**src/rtl/cond_pkg.sv**
```systemverilog
// Shared types for the condition unit: condition-field encodings and NZCV bit positions.
package cond_pkg;

    typedef logic [3:0] nzcv_t;

    localparam int FLAG_N = 3;
    localparam int FLAG_Z = 2;
    localparam int FLAG_C = 1;
    localparam int FLAG_V = 0;

    typedef enum logic [3:0] {
        EQ = 4'b0000,
        NE = 4'b0001,
        CS = 4'b0010,
        CC = 4'b0011,
        MI = 4'b0100,
        PL = 4'b0101,
        VS = 4'b0110,
        VC = 4'b0111,
        HI = 4'b1000,
        LS = 4'b1001,
        GE = 4'b1010,
        LT = 4'b1011,
        GT = 4'b1100,
        LE = 4'b1101,
        AL = 4'b1110
    } cond_e;

endpackage

```
**src/rtl/cond_check.sv**
```systemverilog
// Combinational condition evaluator: decides whether an instruction's condition
// field passes against the stored NZCV flags.
module cond_check
    import cond_pkg::*;
(
    input  logic [3:0] cond,
    input  nzcv_t      flags,
    output logic       cond_ex
);

    logic n, z, c, v;

    assign n = flags[FLAG_N];
    assign z = flags[FLAG_Z];
    assign c = flags[FLAG_C];
    assign v = flags[FLAG_V];

    always_comb begin
        cond_ex = 1'b1;
        // 4'b1111 falls through to the default and behaves as AL
        case (cond_e'(cond))
            EQ:      cond_ex = z;
            NE:      cond_ex = ~z;
            CS:      cond_ex = c;
            CC:      cond_ex = ~c;
            MI:      cond_ex = n;
            PL:      cond_ex = ~n;
            VS:      cond_ex = v;
            VC:      cond_ex = ~v;
            HI:      cond_ex = c & ~z;
            LS:      cond_ex = ~c | z;
            GE:      cond_ex = (n == v);
            LT:      cond_ex = (n != v);
            GT:      cond_ex = ~z & (n == v);
            LE:      cond_ex = z | (n != v);
            default: cond_ex = 1'b1;
        endcase
    end

endmodule

```
**src/rtl/cond_unit.sv**
```systemverilog
// NZCV status register, condition gating of write enables and carry return to the ALU.
// Optional execute/squash counters are built only when COND_PERF_CNT_EN is defined.
module cond_unit
    import cond_pkg::*;
#(
    parameter nzcv_t RESET_FLAGS = 4'b0000
`ifdef COND_PERF_CNT_EN
    ,
    parameter int    CNT_W       = 16
`endif
) (
    input  logic       clk,
    input  logic       reset,
    input  logic [3:0] cond,
    input  logic [3:0] alu_flags,
    input  logic [1:0] flag_w,
    input  logic       pc_s,
    input  logic       reg_w,
    input  logic       mem_w,
    input  logic       no_write,
    input  logic       carry_use,
    output logic       cond_ex,
    output logic       pc_src,
    output logic       reg_write,
    output logic       mem_write,
    output logic [3:0] flags,
    output logic       ci
`ifdef COND_PERF_CNT_EN
    ,
    output logic [CNT_W-1:0] exec_cnt,
    output logic [CNT_W-1:0] squash_cnt
`endif
);

    logic gate;

    cond_check u_check (
        .cond    (cond),
        .flags   (flags),
        .cond_ex (cond_ex)
    );

    assign gate      = cond_ex & ~reset;
    assign pc_src    = pc_s & gate;
    assign reg_write = reg_w & gate & ~no_write;
    assign mem_write = mem_w & gate;
    assign ci        = carry_use & flags[FLAG_C];

    // Flags update in pairs only; a squashed instruction leaves them untouched
    always_ff @(posedge clk) begin
        if (reset) begin
            flags <= RESET_FLAGS;
        end else begin
            if (flag_w[1] && cond_ex) begin
                flags[FLAG_N] <= alu_flags[FLAG_N];
                flags[FLAG_Z] <= alu_flags[FLAG_Z];
            end
            if (flag_w[0] && cond_ex) begin
                flags[FLAG_C] <= alu_flags[FLAG_C];
                flags[FLAG_V] <= alu_flags[FLAG_V];
            end
        end
    end

`ifdef COND_PERF_CNT_EN
    always_ff @(posedge clk) begin
        if (reset) begin
            exec_cnt   <= '0;
            squash_cnt <= '0;
        end else if (cond_ex) begin
            if (exec_cnt != '1) exec_cnt <= exec_cnt + 1'b1;
        end else begin
            if (squash_cnt != '1) squash_cnt <= squash_cnt + 1'b1;
        end
    end
`endif

endmodule
```
**config.mk**
```make
export PLATFORM = sky130hd
export DESIGN_NAME = cond_unit
export DESIGN_NICKNAME = d
export VERILOG_FILES = /design/src/rtl/cond_pkg.sv /design/src/rtl/cond_check.sv /design/src/rtl/cond_unit.sv
export SDC_FILE = /design/constraint.sdc
export NUM_CORES = 1
export LEC_CHECK = 0
export ABC_AREA = 1
export ABC_CLOCK_PERIOD_IN_PS = 1700
export CAP_MARGIN = 20
export CELL_PAD_IN_SITES_DETAIL_PLACEMENT = 0
export CELL_PAD_IN_SITES_GLOBAL_PLACEMENT = 1
export CORE_MARGIN = 10
export CORE_UTILIZATION = 34
export DETAILED_ROUTE_END_ITERATION = 8
export DONT_BUFFER_PORTS = 1
export PLACE_DENSITY = 0.7
export SLEW_MARGIN = 20
export SYNTH_ARGS = -nofsm -noshare
export SYNTH_HDL_FRONTEND = slang
export SYNTH_SLANG_ARGS = --single-unit
export TNS_END_PERCENT = 100
```
**constraint.sdc**
```tcl
create_clock -name clk -period 1.7 [get_ports clk]
set_input_delay 0.34 -clock clk [delete_from_list [all_inputs] [get_ports clk]]
set_output_delay 0.34 -clock clk [all_outputs]
set_load 0.1 [all_outputs]
```
==> run summary <==
Status: finished with violations
Violations in the final reports: negative setup slack
Maximum vdd drop: 693 uV
IO Port Bufs: 0
Yosys cell types: 11
Final hold viol count: 0
DP Worst Slack: 0.00140 ns
Initial antenna violation count: 0
Reg2reg end: flags[2]
Drt total wl: 1.63 mm
RD Place Congestion: 0.851
Largest register FFs: 4
Nets: 130
CTS H-Tree Depth: 1
Yosys reg bits: 4
CP Data Arrival Time: 1.52 ns
Skew final: 0.00250 ns
Reg2reg start: flags[2]
Largest regs: flags (4)
Worst setup path class: flip-flop to primary output
Mapped Nets: 111
Dpl cell area: 671 sq um
Yosys warns: 0
Post-DP HPWL: 1.27 mm
Vias/cell: 4.79
RSZ-0062 raised after global routing: true
Most common cell after layout, fill and taps aside: nor2_1
Slowest Stage Delay on Critical Path: 0.37 ns
Number of max-cap violations: 0
Die Y: 56.7 um
Post-DR wirelength/cell: 12.9 um
Largest reg by FF count: flags
Clock-pin slew on the worst setup and hold paths: 0.04 ns
Worst slew pin tran: 0.339 ns
Starting DRT DRC Count: 6
Slew Limit Fails: 0
Total gr overflow: 0
Final Core Density: 0.639
Hold_sp: flag_w[0]
Critical path required time: 1.36 ns
PwrDens: 750 nW/um^2
Setup crit end kind: primary output
Initial DRT Pass Iterations: 4
Most frequent cells in the layout: 17 x nor2_1, 15 x nand2_1, 15 x inv_1
I/O pin total: 26
Core box area: 1280 sq um
Total clock buffers created by CTS: 3
Via count: 604
Clock latency on the worst-skew pair: 0.23 ns
Die Area: 3210 sq um
First-pass GRT wire length: 2.75 mm
DRC violations left: 0
Post-layout power: 0.000615 W
Cell area after synthesis: 457 sq um
Critical path cell sequence: inv_4, nand2_4, nand3_4, a21oi_4, nor2_4, nand2_8, nand3_4, nor2_4, buf_12
Fraction of layout instances using a drive strength above 1: 0.468
Finished Cell Area: 821 sq um
Crit start category: flip-flop
Final setup margin: -0.162 ns
WHS: 0.286 ns
Tmin final: 1.86 ns
Num rows: 13
Die Wd: 56.7 um
Clk sinks: 4
Bufs on Longest Clock Path: 2
Hold-critical path depth: 3
Number of setup violations in the final report: 4
Worst R2R Path Depth: 9
Max Fanout on Critical Path: 5
Cells after synthesis: 94
Relative slew slack: 0.774
Worst Hold Class: primary input to flip-flop
R2r setup slk: 0.27 ns
Antenna diodes: 0
Clk root buf: clkbuf_4
Total track usage: 0.102
Slowest cell on crit path: dfxtp_4
Hold Path End: flags[1]
Hold-fix buffers, CTS: 0
Area grow syn2layout: 79.7%
Starting Density: 0.355
Leakage: 0.408 nW
TritonCTS clock tree: yes
Vias in the first global route: 662
Max Fclk: 0.537 GHz
Period utilization: 1.10
Mapped Avg Cell Area: 4.86 sq um
Largest net degree at the start of global routing: 8
Sequential area share after synthesis: 0.175
Antenna-violating nets left: 0
## layout make-up
class                           count  area (sq um)
Timing Repair Buffer               14           155
Fill cell                         123           464
Clock buffer                        3          22.5
Sequential cell                     4          95.1
Tap cell                           15          18.8
Inverter                           21          83.8
Multi-Input combinational cell     69           445
## how the worst max path moves through the flow
stage,to,cells after the start,start
2_1_floorplan,reg_write,8,flags[3]
3_3_place_gp,reg_write,10,flags[3]
3_5_place_dp,mem_write,10,flags[3]
4_1_cts,pc_src,10,flags[3]
5_1_grt,pc_src,9,flags[0]
6_report,reg_write,9,flags[3]
## synthesized netlist by cell type
library cell  number  area [sq um]
a21oi_1            3          15.0
clkinv_1           1          3.75
dfxtp_1            4          80.1
inv_1             19          71.3
inv_2              1          3.75
nand2_1           26          97.6
nand2_2            2          12.5
nand3_1           15          75.1
nand3_2            1          10.0
nor2_1            20          75.1
nor2_2             2          12.5
## where the power goes
group	leakage [nW]	internal, W	switching, W	total, W
clock network	0.0138	0.0000789	0.0000380	0.000117
logic	0.358	0.000115	0.000263	0.000377
registers	0.0357	0.000106	0.0000159	0.000121
## cells by family after synthesis
kind of cell / Yosys count / share of synthesized area
AO/OA/AOI/OAI: 3 / 0.0329
buffers and inverters: 21 / 0.173
flip-flops: 4 / 0.175
AND/OR/NAND/NOR: 66 / 0.619
## stage by stage
| stage | setup TNS, ns | instances |
|---|---|---|
| floorplan | -1.25 | 94 |
| global placement | 0 | 118 |
| detailed placement | 0 | 118 |
| CTS | -0.574 | 126 |
| global route | -0.875 | 126 |
| finish | -0.561 | 126 |
## critical path, delay by kind of cell, from the launching register on
family	cells	cell delay [ns]
AND/OR/NAND/NOR	6	0.52
AO/OA/AOI/OAI	1	0.15
buffers and inverters	2	0.23
flip-flops	1	0.37
## routing by layer
metal | part of all wire | GRT usage | wire, um | vias to the layer above
met5 | 0 | 0 | 0 | -
met4 | 0.0049 | 0.0309 | 8 | 0
met3 | 0.10 | 0.0562 | 164 | 2
met2 | 0.55 | 0.194 | 899 | 21
met1 | 0.34 | 0.0881 | 558 | 263
li1 | - | - | - | 318
## what timing repair did
item	CTS	global route
setup buffers	5	0
endpoints found under the setup margin	4	4
resized for setup	11	13
pin swaps	11	8
Note: power is estimated with default switching activity, not from simulation.
